==> src/rtl/store_align_buffer.sv <==
// Store align + AdES detect + FIFO drain onto the data bus, with load hazard.
// Define STORE_MERGE_EN to merge same-word stores into the tail entry.
module store_align_buffer #(
  parameter int DEPTH = 4
) (
  input  logic                     clk,
  input  logic                     resetn,
  input  logic                     in_valid,
  output logic                     in_ready,
  input  logic [31:0]              in_addr,
  input  logic [31:0]              in_data,
  input  logic [1:0]               in_msize,
  input  logic [1:0]               in_kind,
  output logic                     exc_ades,
  output logic [31:0]              exc_badvaddr,
  output logic                     dreq_valid,
  output logic [31:0]              dreq_addr,
  output logic [3:0]               dreq_strobe,
  output logic [31:0]              dreq_data,
  input  logic                     dresp_addr_ok,
  input  logic                     dresp_data_ok,
  input  logic [31:0]              ld_addr,
  input  logic [3:0]               ld_strobe,
  output logic                     ld_hazard,
  output logic [$clog2(DEPTH):0]   count,
  output logic                     empty
);

  localparam int PW = $clog2(DEPTH);
  localparam int CW = PW + 1;

  typedef enum logic [1:0] {IDLE, ADDR, DATA} st_t;

  typedef struct packed {
    logic [29:0] waddr;
    logic [3:0]  strb;
    logic [31:0] data;
  } entry_t;

  st_t         state, state_nx;
  entry_t      mem [DEPTH];
  logic [PW-1:0] head, tail, off;
  logic [CW-1:0] cnt;

  logic [1:0]  k;
  logic [4:0]  sh, swl_m;
  logic [3:0]  a_strb;
  logic [31:0] a_data;
  logic        a_mis, normal;
  logic        merge_hit, accept, enq, pop;
  logic        unused;

  assign unused = ^ld_addr[1:0];

  always_comb begin
    k      = in_addr[1:0];
    sh     = {k, 3'b000};
    swl_m  = (5'd2 << k) - 5'd1;
    normal = (in_kind != 2'd1) && (in_kind != 2'd2);
    a_strb = '0;
    a_data = '0;
    a_mis  = 1'b0;
    unique case (1'b1)
      (in_kind == 2'd1): begin
        a_strb = swl_m[3:0];
        a_data = in_data >> {~k, 3'b000};
      end
      (in_kind == 2'd2): begin
        a_strb = 4'b1111 << k;
        a_data = in_data << sh;
      end
      (normal && in_msize == 2'd0): begin
        a_strb = 4'b0001 << k;
        a_data = {24'h0, in_data[7:0]} << sh;
      end
      (normal && in_msize == 2'd1): begin
        a_strb = 4'b0011 << k;
        a_data = {16'h0, in_data[15:0]} << sh;
        a_mis  = k[0];
      end
      default: begin
        a_strb = 4'b1111;
        a_data = in_data;
        a_mis  = |k;
      end
    endcase
  end

`ifdef STORE_MERGE_EN
  logic [PW-1:0] last;
  logic [31:0]   bmask;
  entry_t        merged;

  assign last = tail - 1'b1;

  // the issuing head must not change under the bus
  assign merge_hit = !a_mis && (cnt != '0)
                  && (mem[last].waddr == in_addr[31:2])
                  && !((state != IDLE) && (cnt == CW'(1)));

  always_comb begin
    bmask = {{8{a_strb[3]}}, {8{a_strb[2]}},
             {8{a_strb[1]}}, {8{a_strb[0]}}};
    merged       = mem[last];
    merged.strb  = mem[last].strb | a_strb;
    merged.data  = (mem[last].data & ~bmask) | (a_data & bmask);
  end
`else
  assign merge_hit = 1'b0;
`endif

  assign in_ready = resetn && ((cnt < CW'(DEPTH)) || merge_hit);
  assign accept   = in_valid && in_ready;
  assign enq      = accept && !a_mis && !merge_hit;

  always_ff @(posedge clk or negedge resetn) begin
    if (!resetn) state <= IDLE;
    else         state <= state_nx;
  end

  always_comb begin
    state_nx   = state;
    dreq_valid = 1'b0;
    pop        = 1'b0;
    unique case (state)
      IDLE: if (cnt != '0) state_nx = ADDR;
      ADDR: begin
        dreq_valid = 1'b1;
        if (dresp_addr_ok) begin
          if (dresp_data_ok) begin
            pop      = 1'b1;
            state_nx = (cnt > CW'(1)) ? ADDR : IDLE;
          end else begin
            state_nx = DATA;
          end
        end
      end
      DATA: if (dresp_data_ok) begin
        pop      = 1'b1;
        state_nx = (cnt > CW'(1)) ? ADDR : IDLE;
      end
      default: state_nx = IDLE;
    endcase
  end

  always_ff @(posedge clk or negedge resetn) begin
    if (!resetn) begin
      head         <= '0;
      tail         <= '0;
      cnt          <= '0;
      exc_ades     <= 1'b0;
      exc_badvaddr <= '0;
      for (int i = 0; i < DEPTH; i++) mem[i] <= '0;
    end else begin
      exc_ades <= accept && a_mis;
      if (accept && a_mis) exc_badvaddr <= in_addr;
      if (enq) begin
        mem[tail] <= '{in_addr[31:2], a_strb, a_data};
        tail      <= tail + 1'b1;
      end
`ifdef STORE_MERGE_EN
      if (accept && merge_hit) mem[last] <= merged;
`endif
      if (pop) head <= head + 1'b1;
      cnt <= cnt + CW'(enq) - CW'(pop);
    end
  end

  assign dreq_addr   = dreq_valid ? {mem[head].waddr, 2'b00} : '0;
  assign dreq_strobe = dreq_valid ? mem[head].strb : '0;
  assign dreq_data   = dreq_valid ? mem[head].data : '0;

  always_comb begin
    ld_hazard = 1'b0;
    off       = '0;
    for (int i = 0; i < DEPTH; i++) begin
      off = PW'(i) - head;
      if (({1'b0, off} < cnt)
          && (mem[i].waddr == ld_addr[31:2])
          && |(mem[i].strb & ld_strobe))
        ld_hazard = 1'b1;
    end
  end

  assign count = cnt;
  assign empty = (cnt == '0);

endmodule

==> config.mk <==
export PLATFORM = sky130hd
export DESIGN_NAME = store_align_buffer
export DESIGN_NICKNAME = d
export VERILOG_FILES = /design/src/rtl/store_align_buffer.sv
export SDC_FILE = /design/constraint.sdc
export NUM_CORES = 1
export LEC_CHECK = 0
export CORE_MARGIN = 3
export CORE_UTILIZATION = 30
export CTS_CLUSTER_DIAMETER = 30
export DETAILED_ROUTE_END_ITERATION = 10
export HOLD_SLACK_MARGIN = 0.03
export PLACE_DENSITY = 0.57
export SYNTH_ARGS = -nofsm -noshare
export SYNTH_HDL_FRONTEND = slang
export SYNTH_SLANG_ARGS = --single-unit
==> constraint.sdc <==
create_clock -name clk -period 5.23 [get_ports clk]
set_input_delay 0.523 -clock clk [delete_from_list [all_inputs] [get_ports clk]]
set_output_delay 0.523 -clock clk [all_outputs]
set_load 0.01 [all_outputs]
After elaboration in Yosys (flattened, before gate mapping)
Cells that the tools add are included. W data, S select, Z words.

Register bits: 306. Word-level logic and storage cells: 119.

Add/subtract/negate cells: 9. Magnitude comparators: 9. Equal/unequal tests: 14. Shift operators: 8. Multiplexer cells: 26. Bitwise gates (word level): 7. Reduce and logical (&&, ||, !) cells: 28.

Operators with widths (count): $bwmux W264 (1); $mux W66 (3); $bmux W66 S2 (1); $demux W66 S2 (1); $pmux W32 S4 (1); $eq A30 B30 Y1 (4); $mux W32 (2); $shl A16 B5 Y32 (1); $shl A32 B5 Y32 (1); $shl A8 B5 Y32 (1); $shr A32 B5 Y32 (1); $and A4 B4 Y4 (4); $logic_and A1 B1 Y1 (16); $pmux W4 S4 (1); $reduce_or A4 Y1 (4); $lt A2 B3 Y1 (4); $mux W1 (8); $mux W2 (4); $ne A2 B2 Y1 const B (4); $shl A2 B2 Y4 const A (2); $eq A2 B1 Y1 const B (3); $ge A3 B3 Y1 const B (2); $not A2 Y3 (2); $pmux W2 S3 (1); 23 further kinds (29).

Depth between registers and ports, before layout
Depth after elaboration: 9. Depth in mapped cells: 9. Gate-level depth less buffers: 9.

Worst setup path before layout
No wires, ideal clock.

Kind: input-to-reg. From: input in_kind[0]. To: register mem[154] (netlist bit). Data arrival time: 2.156 ns. Data required time: 5.087 ns. Slack: 2.931 ns. Stages on the path: 7. Buffers on the path: 0. Path through: inv_1 -> ha_1 -> nor3b_4 -> nor2_2 -> a221o_1 -> a222oi_1 -> o21ai_0.

Cells in the longest elaborated chain, start to end: 7. Elaborated cells between the ends (all ways): 13.

RTL lines: start: declaration (RTL line 13) `input logic [1:0] in_kind,`; $ne A2 B1 Y1 or $ne A2 B2 Y1 (tied branches) (RTL line 59) `normal = (in_kind != 2'd1) && (in_kind != 2'd2);`; $logic_and A1 B1 Y1 (RTL line 59); $logic_and A1 B1 Y1 (RTL line 72) `(normal && in_msize == 2'd0): begin`; $reduce_or A3 Y1 (no source line); $pmux W1 S2 (RTL line 63) `unique case (1'b1)`; $logic_not A1 Y1 (RTL line 114) `assign enq = accept && !a_mis && !merge_hit;`; $logic_and A1 B1 Y1 (RTL line 114); end signal: indexed assignment (RTL line 158) `mem[tail] <= '{in_addr[31:2], a_strb, a_data};`; end: declaration (RTL line 41) `entry_t mem [DEPTH];`.

Several ways; a longest one is shown, not always the timed one. A chain may end at the register's enable or synchronous reset.

Final worst setup path
From: register head[1]. To: output dreq_addr[19].

Cells in the longest elaborated chain, start to end: 5.

RTL lines: start: declaration (RTL line 42) `logic [PW-1:0] head, tail, off;`; start signal: assignment (RTL line 164) `if (pop) head <= head + 1'b1;`; $not A2 Y3 (not written as such) (RTL line 169) `assign dreq_addr = dreq_valid ? {mem[head].waddr, 2'b00} : '0;`; $bmux W66 S2 (RTL line 169); $mux W66 (2 in series); $mux W32 (RTL line 169); end: declaration (RTL line 17) `output logic [31:0] dreq_addr,`.

No other way between the ends. The select of a mux whose other input is x is not followed.

==> results.sh <==
export IMPL_die_h_um=239
export IMPL_rsz0062_at_grt="false"
export IMPL_drv_cap=0
export IMPL_startpoint_type="flip-flop"
export IMPL_outcome="finished clean"
export IMPL_seqCellArea_um2=7660
export IMPL_antenna_left=0
export IMPL_yosys_area_share_simple_pct=8.87
export IMPL_antenna_found_initial=1
export IMPL_synth_ff_type="dfrtp_1"
export IMPL_timing_worst_setup_path_type="reg2out"
export IMPL_ys_ff_latch=306
export IMPL_grt_ovfl_total=0
export IMPL_routed_wl_mm=50.5
export IMPL_synth_top_cell_by_area="dfrtp_1"
export IMPL_numCtsBuffers=83
export IMPL_min_path_type="in2async"
export IMPL_dr_pass1_iters=7
export IMPL_synthMuxAreaShare_pct=23.8
export IMPL_crit_chain="buf_4 -> mux4_2 -> and2_1 -> clkdlybuf4s50_1"
export IMPL_dp_cells=2184
export IMPL_nNetsFinal=1710
export IMPL_drc_errors=0
export IMPL_path_clk_slew_ps=40
export IMPL_cp_top_family="buffers and inverters"
export IMPL_required_ps=4710
export IMPL_ys_top_cells_by_count="dfrtp_1 (306), mux2_2 (203), nand2_1 (149)"
export IMPL_final_hold_violation_count=0
export IMPL_die_x_um=239
export IMPL_multiInputGateArea_um2=8120
export IMPL_core_area_um2=53100
export IMPL_cts_root_buf="clkbuf_16"
export IMPL_setup_viol=0
export IMPL_clk_latency_ps=600
export IMPL_power_leakage_nw=9.19
export IMPL_syn2layout_area_growth_pct=35.1
export IMPL_peakVddDrop_mv=0.327
export IMPL_yosysWarningCount=0
export IMPL_clockBufferDepth=3
export IMPL_clock_sinks=306
export IMPL_fin_worst_skew_ps=34.4
export IMPL_ios=217
export IMPL_dp_hpwl_mm=34.0
export IMPL_vias=11900
export IMPL_min_period_over_period_pct=74.4
export IMPL_synth_adder_area_share_pct=1.51
export IMPL_postLayoutCoreUtil_pct=41.4
export IMPL_netlist_area_um2=16300
export IMPL_vias_per_cell=5.08
export IMPL_grt_pass1_wl_mm=76.8
export IMPL_grt_max_degree=92
export IMPL_layout_min_cycle_time_ps=3890
export IMPL_syn_inst=1387
export IMPL_slowest_delay_ps=800
export IMPL_ys_types=46
export IMPL_fmax_mhz=257
export IMPL_ys_seq_area_share_pct=47.1
export IMPL_grtUsageTotal_pct=17.7
export IMPL_worst_pin_slew_ps=1160
export IMPL_synth_top_family_by_area="multiplexers"
export IMPL_core_rowCount=84
export IMPL_p_total_mw=14.5
export IMPL_synthMostInstantiatedCell="dfrtp_1"
export IMPL_synth_xor_area_share_pct=6.73
export IMPL_final_max_slew_viol_count=0
export IMPL_synth_top_cell_area_share_pct=47.1
export IMPL_max_slew_margin_rel_pct=22.8
export IMPL_fill_cells=4928
export IMPL_wl_per_cell_um=21.6
export IMPL_first_global_vias=12500
export IMPL_async_reset_ff_share_pct=100
export IMPL_layout_drive_gt1_share_pct=26.7
export IMPL_portBuffers=212
export IMPL_start_util_pct=30.7
export IMPL_h_tree_depth=3
export IMPL_crit_path_end_kind="output pin"
export IMPL_drt_iter0_drc=874
export IMPL_fin_cells=2338
export IMPL_arrival_ps=3370
export IMPL_crit_fanout=48
export IMPL_p_per_area_nw_per_um2=658
export IMPL_cp_slowest_cell="buf_4"
export IMPL_synthTopCellsByArea="dfrtp_1 (47%), mux2_2 (14%), mux4_2 (9.3%)"
export IMPL_synth_edf_count=0
export IMPL_synth_compound_area_share_pct=8.50
export IMPL_fp_dieArea_um2=57100
export IMPL_synth_avg_cell_area_um2=11.7
export IMPL_cts_tree="done"
export IMPL_fin_setup_tns_ps=0
export IMPL_gp_congestion=0.879
export IMPL_crit_buf_inv=2
routing by layer:
metal	vias to the layer above	GRT usage [%]	wire [um]	share of wire, %
met5	-	0	0	0
met4	0	5.50	1000	2.0
met3	79	4.14	2920	5.8
li1	5400	-	-	-
met1	6041	24.0	22700	45
met2	353	28.2	23900	47
sequential cells by signal, summed over array words and instances (netlist names):
name	flops
mem	264
exc_badvaddr	32
count	3
head	2
state	2
tail	2
exc_ades	1
per-stage QoR:
step                hold slack [ps]  cell area, um2  setup WS [ps]
floorplan                       227           16300           2930
global placement                450           19000           1450
detailed placement              457           19000           1470
CTS                             446           22000           1270
global route                    476           22000           1210
finish                          465           22000           1340
worst reg2reg max path: cells and delay by family, from the launching register on:
family / cells / cell delay [ps]
buf+inv: 1 / 550
flops: 1 / 530
mux: 1 / 420
simple gates: 3 / 1520
logic make-up (layout without fill, tap and decap cells):
group,count (synthesis),after routing
adders and majority gates,19,19
and+or+nand+nor,294,294
muxes,278,278
other,1,3
buffers and inverters,138,399
DFF,306,306
AOI/OAI and AO/OA,226,226
xor gates and xnor gates,125,125
final timing paths:
check,slack [ps],to,cells after the start,from
worst max-delay path,1340,dreq_addr[19],4,head[1]
worst min-delay path,470,exc_badvaddr[28],2,resetn
worst max register to register,2080,mem[30],5,count[2]
worst min register to register,470,mem[134],2,mem[134]
max in group asynchronous,2450,mem[88],4,resetn
min in group clk,470,mem[134],2,mem[134]
where the power goes:
group	total [mW]	internal, mW	switching, mW
combinational	4.80	2.71	2.09
sequential	4.36	3.47	0.889
clock	5.31	3.78	1.53
total	14.5	9.96	4.51
final cells by class:
class | count | share of cell area (%)
flip-flops and latches | 306 | 34.8
multi-input cells | 944 | 36.9
diodes | 1 | 0.0114
well taps | 688 | 3.91
inverters | 17 | 0.290
clock inverters | 41 | 2.86
repair buffers | 230 | 10.4
clock buffers | 111 | 10.7
timing repair:
item / CTS / global route
setup buffers: 0 / 0
hold buffers: 1 / 0
gates resized for setup: 0 / 0
endpoints found under the hold margin: 42 / 0
cells in the final DEF, fill, tap and decap left out, drive strengths merged, types with 4 or more instances in the layout:
master,netlist,final
dfrtp,306,306
nor4,8,8
xor2,9,9
ha,18,18
mux4,67,67
bufinv,0,13
buf,47,19
a22o,17,17
a22oi,15,15
mux2i,8,8
nor2b,4,4
nand2,149,149
nand4,30,30
mux2,203,203
nand2b,11,11
o21ai,135,135
clkdlybuf4s50,0,210
and2,68,68
nand3,6,6
a222oi,10,10
a21oi,26,26
xnor2,116,116
nor2,12,12
inv,16,17
a221o,8,8
clkinv,1,25
clkbuf,74,111
a221oi,5,5
Note: power is estimated with default switching activity, not from simulation.
